File: config.mk
export PLATFORM = sky130hd
export DESIGN_NAME = seg7_scan_display
export DESIGN_NICKNAME = d
export VERILOG_FILES = /design/src/rtl/seg7_scan_display.sv
export SDC_FILE = /design/constraint.sdc
export NUM_CORES = 1
export LEC_CHECK = 0
export CORE_ASPECT_RATIO = 1.25
export CORE_MARGIN = 2
export CORE_UTILIZATION = 45
export CTS_CLUSTER_SIZE = 40
export DETAILED_ROUTE_END_ITERATION = 8
export PLACE_DENSITY = 0.7
export SLEW_MARGIN = 30
export SYNTH_ARGS = -nofsm -noshare
export SYNTH_HDL_FRONTEND = slang
export SYNTH_SLANG_ARGS = --single-unit
File: constraint.sdc
create_clock -name clk -period 4.76 [get_ports clk]
set_input_delay 0.476 -clock clk [delete_from_list [all_inputs] [get_ports clk]]
set_output_delay 0.476 -clock clk [all_outputs]
set_load 0.005 [all_outputs]
File: src/rtl/seg7_scan_display.sv
// Multiplexed 8-digit hex display driver. It scans one digit per CLK_DIV clocks and
// latches the input word only at frame wraps, so a single frame never mixes two values.
module seg7_scan_display #(
    parameter int CLK_DIV = 100000
) (
    input  logic        clk,
    input  logic        rst,
    input  logic [31:0] data_in,
    input  logic        freeze,
    input  logic        blank_lz,
    input  logic [7:0]  dp_mask,
    output logic [7:0]  an,
    output logic [6:0]  seg,
    output logic        dp
);

    localparam int DIV_W = (CLK_DIV > 1) ? $clog2(CLK_DIV) : 1;
    localparam logic [DIV_W-1:0] DIV_LAST = DIV_W'(CLK_DIV - 1);

    function automatic logic [6:0] hex7(input logic [3:0] nib);
        logic [6:0] s;
        case (nib)
            4'h0: s = 7'h40;
            4'h1: s = 7'h79;
            4'h2: s = 7'h24;
            4'h3: s = 7'h30;
            4'h4: s = 7'h19;
            4'h5: s = 7'h12;
            4'h6: s = 7'h02;
            4'h7: s = 7'h78;
            4'h8: s = 7'h00;
            4'h9: s = 7'h10;
            4'hA: s = 7'h08;
            4'hB: s = 7'h03;
            4'hC: s = 7'h46;
            4'hD: s = 7'h21;
            4'hE: s = 7'h06;
            default: s = 7'h0E;
        endcase
        return s;
    endfunction

    logic [DIV_W-1:0] div_cnt_q, div_cnt_d;
    logic [2:0]       idx_q, idx_d;
    logic [31:0]      shadow_q, shadow_d;
    logic [7:0]       an_q, an_d;
    logic [6:0]       seg_q, seg_d;
    logic             dp_q, dp_d;

    logic        tick;
    logic [4:0]  bit_base;
    logic [31:0] upper;
    logic [3:0]  nib;
    logic        blank;

    assign tick     = (div_cnt_q == DIV_LAST);
    assign bit_base = {idx_q, 2'b00};
    assign upper    = shadow_q >> bit_base;
    assign nib      = shadow_q[bit_base +: 4];
    assign blank    = blank_lz && (idx_q != 3'd0) && (upper == 32'h0);

    always_comb begin
        div_cnt_d = div_cnt_q;
        idx_d     = idx_q;
        shadow_d  = shadow_q;
        if (tick) begin
            div_cnt_d = '0;
            idx_d     = idx_q + 3'd1;
            // freeze takes priority over the frame wrap
            if (idx_q == 3'd7 && !freeze) begin
                shadow_d = data_in;
            end
        end else begin
            div_cnt_d = div_cnt_q + DIV_W'(1);
        end
    end

    always_comb begin
        an_d  = ~(8'd1 << idx_q);
        seg_d = blank ? 7'h7F : hex7(nib);
        dp_d  = ~dp_mask[idx_q];
    end

    always_ff @(posedge clk) begin
        if (rst) begin
            div_cnt_q <= '0;
            idx_q     <= 3'd0;
            shadow_q  <= 32'h0;
            an_q      <= 8'hFF;
            seg_q     <= 7'h7F;
            dp_q      <= 1'b1;
        end else begin
            div_cnt_q <= div_cnt_d;
            idx_q     <= idx_d;
            shadow_q  <= shadow_d;
            an_q      <= an_d;
            seg_q     <= seg_d;
            dp_q      <= dp_d;
        end
    end

    assign an  = an_q;
    assign seg = seg_q;
    assign dp  = dp_q;

endmodule

== After elaboration in Yosys (flattened, before gate mapping) ==
Memories as Yosys holds them, arrays and structs flattened. A register that Yosys moved wholly into a read port is not among the register bits.
Cells that the tools add are included.

* Word-level logic and storage cells: 27
* Bits in registers: 61
* Input bits: 44
* Memories: 1
* Output and inout port bits: 16
* Memory bits (read-only): 112

* Add/sub/neg operators: 2
* Eq/ne operators: 2
* Reduce and logical (&&, ||, !) cells: 9
* Multiplexer cells: 2
* Order comparisons: 1
* Shifts and indexed selects: 3
* Bitwise operators: 2

{| class="wikitable"
|+ Memories
! name !! depth !! width !! rd ports !! clocked after memory_dff !! write ports !! line !! RTL
|-
| (no name shown) || 16 || 7 || 1 || 1 || 0 || 22 || <nowiki>case (nib)</nowiki>
|}

{| class="wikitable"
|+ Operators with widths
! cell !! number
|-
| 32-bit logical NOT || 1
|-
| 32-bit by 6-bit indexed part select with 4-bit output || 1
|-
| 32-bit by 5-bit >> shifter with 32-bit output || 1
|-
| 17-bit by 1-bit adder with 17-bit output, second input constant || 1
|-
| 17-bit == test, second input constant || 1
|-
| 8-bit inverter || 1
|-
| 1-bit by 3-bit left shift with 8-bit output, first input constant || 1
|-
| 3-bit by 4-bit < comparator with 1-bit output, second input constant || 1
|-
| 2-bit OR reduction || 2
|-
| 3-bit by 1-bit adder with 3-bit output, second input constant || 1
|-
| 1-bit binary-select mux with 3-bit select || 1
|-
| 3-bit == test, second input constant || 1
|-
| 1-bit logical AND || 3
|-
| 3-bit nonzero test || 1
|-
| 2-bit AND reduction || 1
|-
| 1-bit logical NOT || 1
|-
| 1-bit 2-to-1 mux || 1
|-
| 1-bit inverter || 1
|}

== Longest topological paths before layout ==
Gate-level depths: netlist of the first run.

* Depth after elaboration: 4
* Depth in mapped cells: 9

== Least setup slack after synthesis of the first run ==
No wires, ideal clock.

* Path kind: reg-to-reg
* From: register idx_q[0]
* To: register seg_q[3] (netlist: seg[3])
* Path slack: 2.317 ns
* Buffers on the path: 1
* Cell stages (with the launch flop): 9
* Arrival: 2.360 ns
* Period minus slack after synthesis: 2.443 ns
* Required time: 4.678 ns
* Library setup time: 0.082 ns
* Cells stage by stage: dfxtp_1 -> buf_6 -> mux4_2 -> mux2i_1 -> ha_1 -> o2111ai_1 -> a21oi_1 -> a31oi_4 -> o221ai_1

* Cells in the longest elaborated chain, start to end: 4
* Elaborated cells on any way between the ends: 7
* Those cells by class: shift: 2; reduce/logical: 5

{| class="wikitable"
|+ Ends and longest elaborated chain
! element !! line !! RTL
|-
| start, declared || 44 || <nowiki>logic [2:0] idx_q, idx_d;</nowiki>
|-
| start signal, assigned || 94 || <nowiki>idx_q <= idx_d;</nowiki>
|-
| 32-bit by 5-bit >> shifter with 32-bit output or 3-bit nonzero test (tied branches) || 58, 60 ||
|-
| 32-bit logical NOT or 1-bit logical AND (tied branches) || 60 || <nowiki>assign blank = blank_lz && (idx_q != 3'd0) && (upper == 32'h0);</nowiki>
|-
| 1-bit logical AND || 60 ||
|-
| 2-bit OR reduction (no source line) || n/a ||
|-
| end, declared || 47 || <nowiki>logic [6:0] seg_q, seg_d;</nowiki>
|}

Several ways; a longest one is shown, not always the timed one.
A chain may end at the register's enable or synchronous reset.

== Worst setup path after layout of the first run ==
Ends and elaborated chain as after synthesis.

==> results.md, run 1 <==
### CTS
- number of gates resized after cts: 0
- Clock Tree Buf Depth: 2
- H-tree Lvls: 3
- Clk Tree Root Cell: clkbuf_8
- total CTS buffers: 9
- source-to-sink clock delay at the later pin of the worst-skew pair: 0.35 ns
- number of hold buffers added after cts: 0
- buffers inserted during post-CTS setup optimization: 0
- TritonCTS clock tree: done
- TritonCTS sink count: 68
- clock-pin slew of the registers on the worst-case setup and hold paths: 0.07 ns

### Logic synthesis
- post-synthesis net count: 392
- most frequent cells after synthesis: 73 x nor2_1, 68 x dfxtp_1, 38 x mux2i_1
- cell with the most instances after synthesis: nor2_1
- number of synthesized register bits: 68
- cell type with the largest total area after synthesis: dfxtp_1
- count of synthesis-stage warnings from yosys: 0
- largest cells by area after synthesis: dfxtp_1 40%, mux2i_1 11%, nor2_1 8.1%
- Mapped Cells: 336
- summed instance area of the synthesized netlist: 0.00337 mm^2
- most used flip-flop cell after synthesis: dfxtp_1
- synthesized area per cell: 10.0 um^2
- portion of synthesized cell area occupied by the leading cell type: 40.4%
- count of distinct cell types in the synthesized netlist: 50
- EDFF count, synth: 0
- share of synthesized flip-flops with an asynchronous set or reset: 0%
- part of the Yosys area used for sequential elements: 40.4%

### Layout
- relative area change from synthesis to final layout: 23.7%
- count of antenna diodes in the layout: 0
- final layout net count: 448
- # fillers: 638
- Layout Utilization: 57.0%
- share of cells above drive strength 1: 9.85%

### Worst hold path
- Hold Crit Start: div_cnt_q[0]
- worst hold path endpoint: div_cnt_q[0]
- HP Class: reg2reg
- worst hold path depth: 1

### Critical path
- required time of the worst setup path: 5.03 ns
- worst reg2reg setup slack: 1.87 ns
- critical path endpoint category: register
- Worst Path Class, Setup: reg2reg
- CP Max Fanout: 20
- crit path DAT: 3.16 ns
- reg-to-reg critical path startpoint: idx_q[0]
- reg-to-reg critical path endpoint: seg[3]
- worst reg2reg path depth: 8
- kind of start point of the critical path: register

### Die
- standard-cell rows: 35
- die span in x: 81.4 um
- initial core utilization: 46.1%
- Chip Height: 101 um
- Ports: 60
- Die Outline Area: 0.00821 mm^2
- Core Box Area: 0.00731 mm^2

### Job
- number of maximum-capacitance constraint violations: 0

### STA
- Tcrit/Tclk final: 60.8%
- Setup Total Neg Slack: 0 ns
- number of setup violations in the final report: 0
- number of pins exceeding their max-slew limit in the final report: 0
- max_slew headroom: 53.8%
- Hold Violations, Final: 0
- worst-case clock skew: 0.0109 ns
- Worst Slack Setup Final: 1.87 ns
- transition at the pin with the smallest max-transition slack: 0.692 ns
- setup repair after global routing missed its margin: no
- max frequency: 0.346 GHz
- crit path time final: 2.89 ns

### Detailed routing
- DRT Pass-1 Iters: 4
- ANT nets after route: 0
- number of DRC violations after detailed routing: 0
- detailed-route wire length: 7280 um
- number of DRC markers in iteration 0: 126
- post-detailed-route wirelength per cell: 14.9 um
- total via count after detailed routing: 2,633
- via-per-instance ratio: 5.40

### GRT
- maximum number of pins on one net before global-route repair: 46
- total congestion overflow after global routing: 0
- via count of the first global-routing pass: 2,494
- initial antenna violation count: 0
- combined global-route utilization of all metal layers: 19.1%
- wire length of the first global-routing pass: 11,800 um

### Run status
- result of the run: finished, final reports clean

### Power
- power per unit of standard cell area: 264 mW/mm^2
- leakage dissipation: 1.51 nW
- Peak supply drop: 0.000130 V

### Placed design
- Placer Congestion: 0.887
- half-perimeter wire length after placement: 5320 um
- number of I/O port buffers: 59
- post-placement setup slack: 1.90 ns

==> cell type report <==
class                           count  area [um^2]  area share [%]
Sequential cell                    68         1360            32.6
Tap cell                           92          115            2.76
Clock buffer                       13          149            3.57
Inverter                            7         28.8           0.690
Multi-Input combinational cell    244         1870            44.8
Timing Repair Buffer               62          613            14.7
Clock inverter                      2         35.0           0.840
==> stage by stage <==
stage / hold WS, ns / power, W / instances / instance area (um^2)
floorplan: 0.430 / 0.000608 / 336 / 3370
global placement: 0.446 / 0.000655 / 473 / 3990
detailed placement: 0.453 / 0.000656 / 473 / 3990
CTS: 0.469 / 0.00111 / 488 / 4170
global route: 0.490 / 0.00114 / 488 / 4170
finish: 0.461 / 0.00110 / 488 / 4170
==> flip-flops by register name (all words and copies together) (netlist names) <==
name and flops:
shadow_q 32, div_cnt_q 17, an 8, seg 7, idx_q 3, dp 1
==> worst max-delay path, cell delays in order (launching register included) <==
cell and delay (ns):
dfxtp_1 0.42, buf_4 0.32, mux4_2 0.54, mux2i_1 0.46
ha_1 0.33, o2111ai_1 0.12, a21oi_1 0.22, a31oi_4 0.17
o221ai_1 0.21
==> kinds of logic after synthesis <==
| kind of cell | share of synthesized area, % |
|---|---|
| simple gates | 18.3 |
| flops | 40.4 |
| mux | 21.5 |
| compound gates | 6.75 |
| buf+inv | 4.23 |
| xor+xnor | 4.42 |
| fa+ha+maj | 4.45 |
==> placed cells by master, fill, tap and decap left out, types with 5 or more instances in the layout <==
| cell | instances |
|---|---|
| xnor2_1 | 9 |
| mux4_2 | 10 |
| mux2i_1 | 38 |
| ha_1 | 12 |
| clkbuf_8 | 10 |
| nor2_1 | 73 |
| o21ai_1 | 5 |
| nor4_1 | 6 |
| xor2_1 | 8 |
| inv_1 | 5 |
| clkdlybuf4s50_1 | 59 |
| dfxtp_1 | 68 |
| nor3_1 | 5 |
| nand2_1 | 19 |
| nand3_1 | 7 |
==> how the worst max path moves through the flow <==
stage | start | endpoint | cells past startpoint
floorplan | idx_q[0] | seg[3] | 8
global placement | idx_q[0] | seg[4] | 8
detailed placement | idx_q[0] | seg[3] | 8
CTS | idx_q[0] | seg[3] | 8
global route | idx_q[0] | seg[3] | 8
finish | idx_q[0] | seg[3] | 8
==> where the power goes <==
group	internal, W	total (W)	leakage, nW	switching, W
registers	0.000575	0.000578	0.551	0.00000315
clock network	0.000253	0.000459	0.0935	0.000206
logic	0.0000436	0.0000644	0.866	0.0000207
total	0.000872	0.00110	1.51	0.000230
==> metal layers <==
| metal | part of all wire, % | vias up | track usage [%] |
|---|---|---|---|
| li1 | - | 1301 | - |
| met1 | 44 | 1249 | 23.0 |
| met2 | 50 | 69 | 31.6 |
| met3 | 4.4 | 14 | 3.76 |
| met4 | 2.3 | 0 | 10.2 |
| met5 | 0 | - | 0 |
Power figures use the tool's default switching activity.
==> run 2, diff against run 1 <==
Settings changed: PLACE_DENSITY 0.7 to 0.73.
Clock period 4.76 ns to 2.65 ns, I/O delays scaled along.
==> results.md, run 2 (same netlist as run 1, synthesis figures left out) <==
### Run status
- result of the run: finished, final reports clean

### CTS
- source-to-sink clock delay at the later pin of the worst-skew pair: 0.35 ns
- number of hold buffers added after cts: 0
- Clk Tree Root Cell: clkbuf_8
- clock-pin slew of the registers on the worst-case setup and hold paths: 0.07 ns
- H-tree Lvls: 3
- TritonCTS clock tree: done
- TritonCTS sink count: 68
- total CTS buffers: 9
- Clock Tree Buf Depth: 2

### Worst hold path
- Hold Crit Start: div_cnt_q[0]
- HP Class: reg2reg
- worst hold path endpoint: div_cnt_q[0]
- worst hold path depth: 1

### Critical path
- Worst Path Class, Setup: reg2reg
- kind of start point of the critical path: register
- worst reg2reg setup slack: 0.21 ns
- reg-to-reg critical path endpoint: seg[0]
- critical path endpoint category: register
- reg-to-reg critical path startpoint: idx_q[1]
- required time of the worst setup path: 2.88 ns
- CP Max Fanout: 13
- worst reg2reg path depth: 8
- crit path DAT: 2.67 ns

### STA
- max_slew headroom: 66.2%
- worst-case clock skew: 0.0103 ns
- setup repair after global routing missed its margin: no
- crit path time final: 2.44 ns
- Tcrit/Tclk final: 92.2%
- max frequency: 0.409 GHz
- minimum hold slack: 0.470 ns
- Worst Slack Setup Final: 0.205 ns
- transition at the pin with the smallest max-transition slack: 0.507 ns
- number of setup violations in the final report: 0
- Setup Total Neg Slack: 0 ns
- number of pins exceeding their max-slew limit in the final report: 0
- Hold Violations, Final: 0

### Power
- Seq pwr share: 46.8%
- Peak supply drop: 0.000349 V
- switching share of power: 19.4%
- power consumption: 0.00222 W
- power per unit of standard cell area: 517 mW/mm^2
- combinational share of power: 5.3%
- leakage dissipation: 1.57 nW
- clock group share of total power: 47.9%
- Internal Dissipation: 0.00179 W
- Psw: 0.000429 W

### Layout
- commonest cells after routing, fill and taps aside: 73 x nor2_1, 67 x dfxtp_1, 59 x clkdlybuf4s50_1
- Layout Utilization: 58.6%
- share of cells above drive strength 1: 11.9%
- number of flip-flops under the largest register name: 32
- # fillers: 614
- count of antenna diodes in the layout: 0
- relative area change from synthesis to final layout: 27.2%
- final layout net count: 453
- Largest Register: shadow_q
- leading cell type in the layout, fill and taps excluded: nor2_1

### Die
- Die Outline Area: 0.00821 mm^2
- Core Box Area: 0.00731 mm^2
- standard-cell rows: 35
- die span in x: 81.4 um
- initial core utilization: 46.1%
- Ports: 60
- Chip Height: 101 um

### GRT
- initial antenna violation count: 0
- total congestion overflow after global routing: 0
- wire length of the first global-routing pass: 12,200 um
- maximum number of pins on one net before global-route repair: 33
- combined global-route utilization of all metal layers: 19.8%
- via count of the first global-routing pass: 2,630

### Placed design
- half-perimeter wire length after placement: 5700 um
- number of I/O port buffers: 59
- Placer Congestion: 0.959
- post-placement setup slack: 0.167 ns

### Detailed routing
- post-detailed-route wirelength per cell: 15.2 um
- via-per-instance ratio: 5.39
- detailed-route wire length: 7490 um
- number of DRC markers in iteration 0: 114
- number of DRC violations after detailed routing: 0
- total via count after detailed routing: 2,665
- DRT Pass-1 Iters: 4
- ANT nets after route: 0

### Job
- number of maximum-capacitance constraint violations: 0

[run 2: cell count changes in the layout (fill, tap and decap cells not counted)]
cell,before,now
buf_12,0,1
buf_4,3,7
bufinv_16,1,3
clkbuf_1,3,1
clkbuf_8,10,11
dfxtp_1,68,67
dfxtp_2,0,1
[run 2: how the worst max path moves through the flow]
stage	from	to	slack, ns
finish	idx_q[1]	seg[0]	0.21
global route	idx_q[1]	seg[3]	0.01
CTS	idx_q[0]	seg[3]	0.15
detailed placement	idx_q[0]	seg[4]	0.17
global placement	idx_q[0]	seg[6]	0.30
floorplan	idx_q[0]	seg[3]	0.21
[run 2: power by group through the flow]
stage | logic [W] | registers (W) | clock network (W)
CTS | 0.000118 | 0.00104 | 0.00108
finish | 0.000117 | 0.00104 | 0.00106
floorplan | 0.0000301 | 0.00106 | 0
global route | 0.000124 | 0.00104 | 0.00112
detailed placement | 0.000118 | 0.00106 | 0
global placement | 0.000117 | 0.00106 | 0
[run 2: critical path, cell delays in order, from the launching register on]
cell	delay, ns
dfxtp_1	0.64
mux4_2	0.41
mux2i_1	0.20
buf_4	0.18
inv_1	0.06
ha_1	0.23
or3_1	0.41
o21ai_1	0.11
o22ai_1	0.10
[run 2: repair_timing]
item                                    in CTS  in global routing
endpoints found under the setup margin       0                  1
buffers inserted                             0                  0
resized for setup                            0                  1
[run 2: per-layer routing]
| metal | wire (um) | global-route usage, % |
|---|---|---|
| met5 | 0 | 0 |
| met4 | 310 | 13.6 |
| met3 | 438 | 4.03 |
| met2 | 3630 | 32.1 |
| met1 | 3110 | 23.2 |
[run 2: cell type report]
cell class                      count  area [um^2]  area share (%)
Multi-Input combinational cell    244         1870            43.6
Sequential cell                    68         1360            31.8
Timing Repair Buffer               67          663            15.5
Clock buffer                       12          155            3.62
Tap cell                           92          115            2.68
Clock inverter                      4         95.1            2.22
Inverter                            7         28.8           0.671
[run 2: per-stage QoR]
| step | cells | cell area [um^2] |
|---|---|---|
| finish | 494 | 4290 |
| global route | 494 | 4290 |
| CTS | 494 | 4290 |
| detailed placement | 478 | 4040 |
| global placement | 478 | 4040 |
| floorplan | 336 | 3370 |
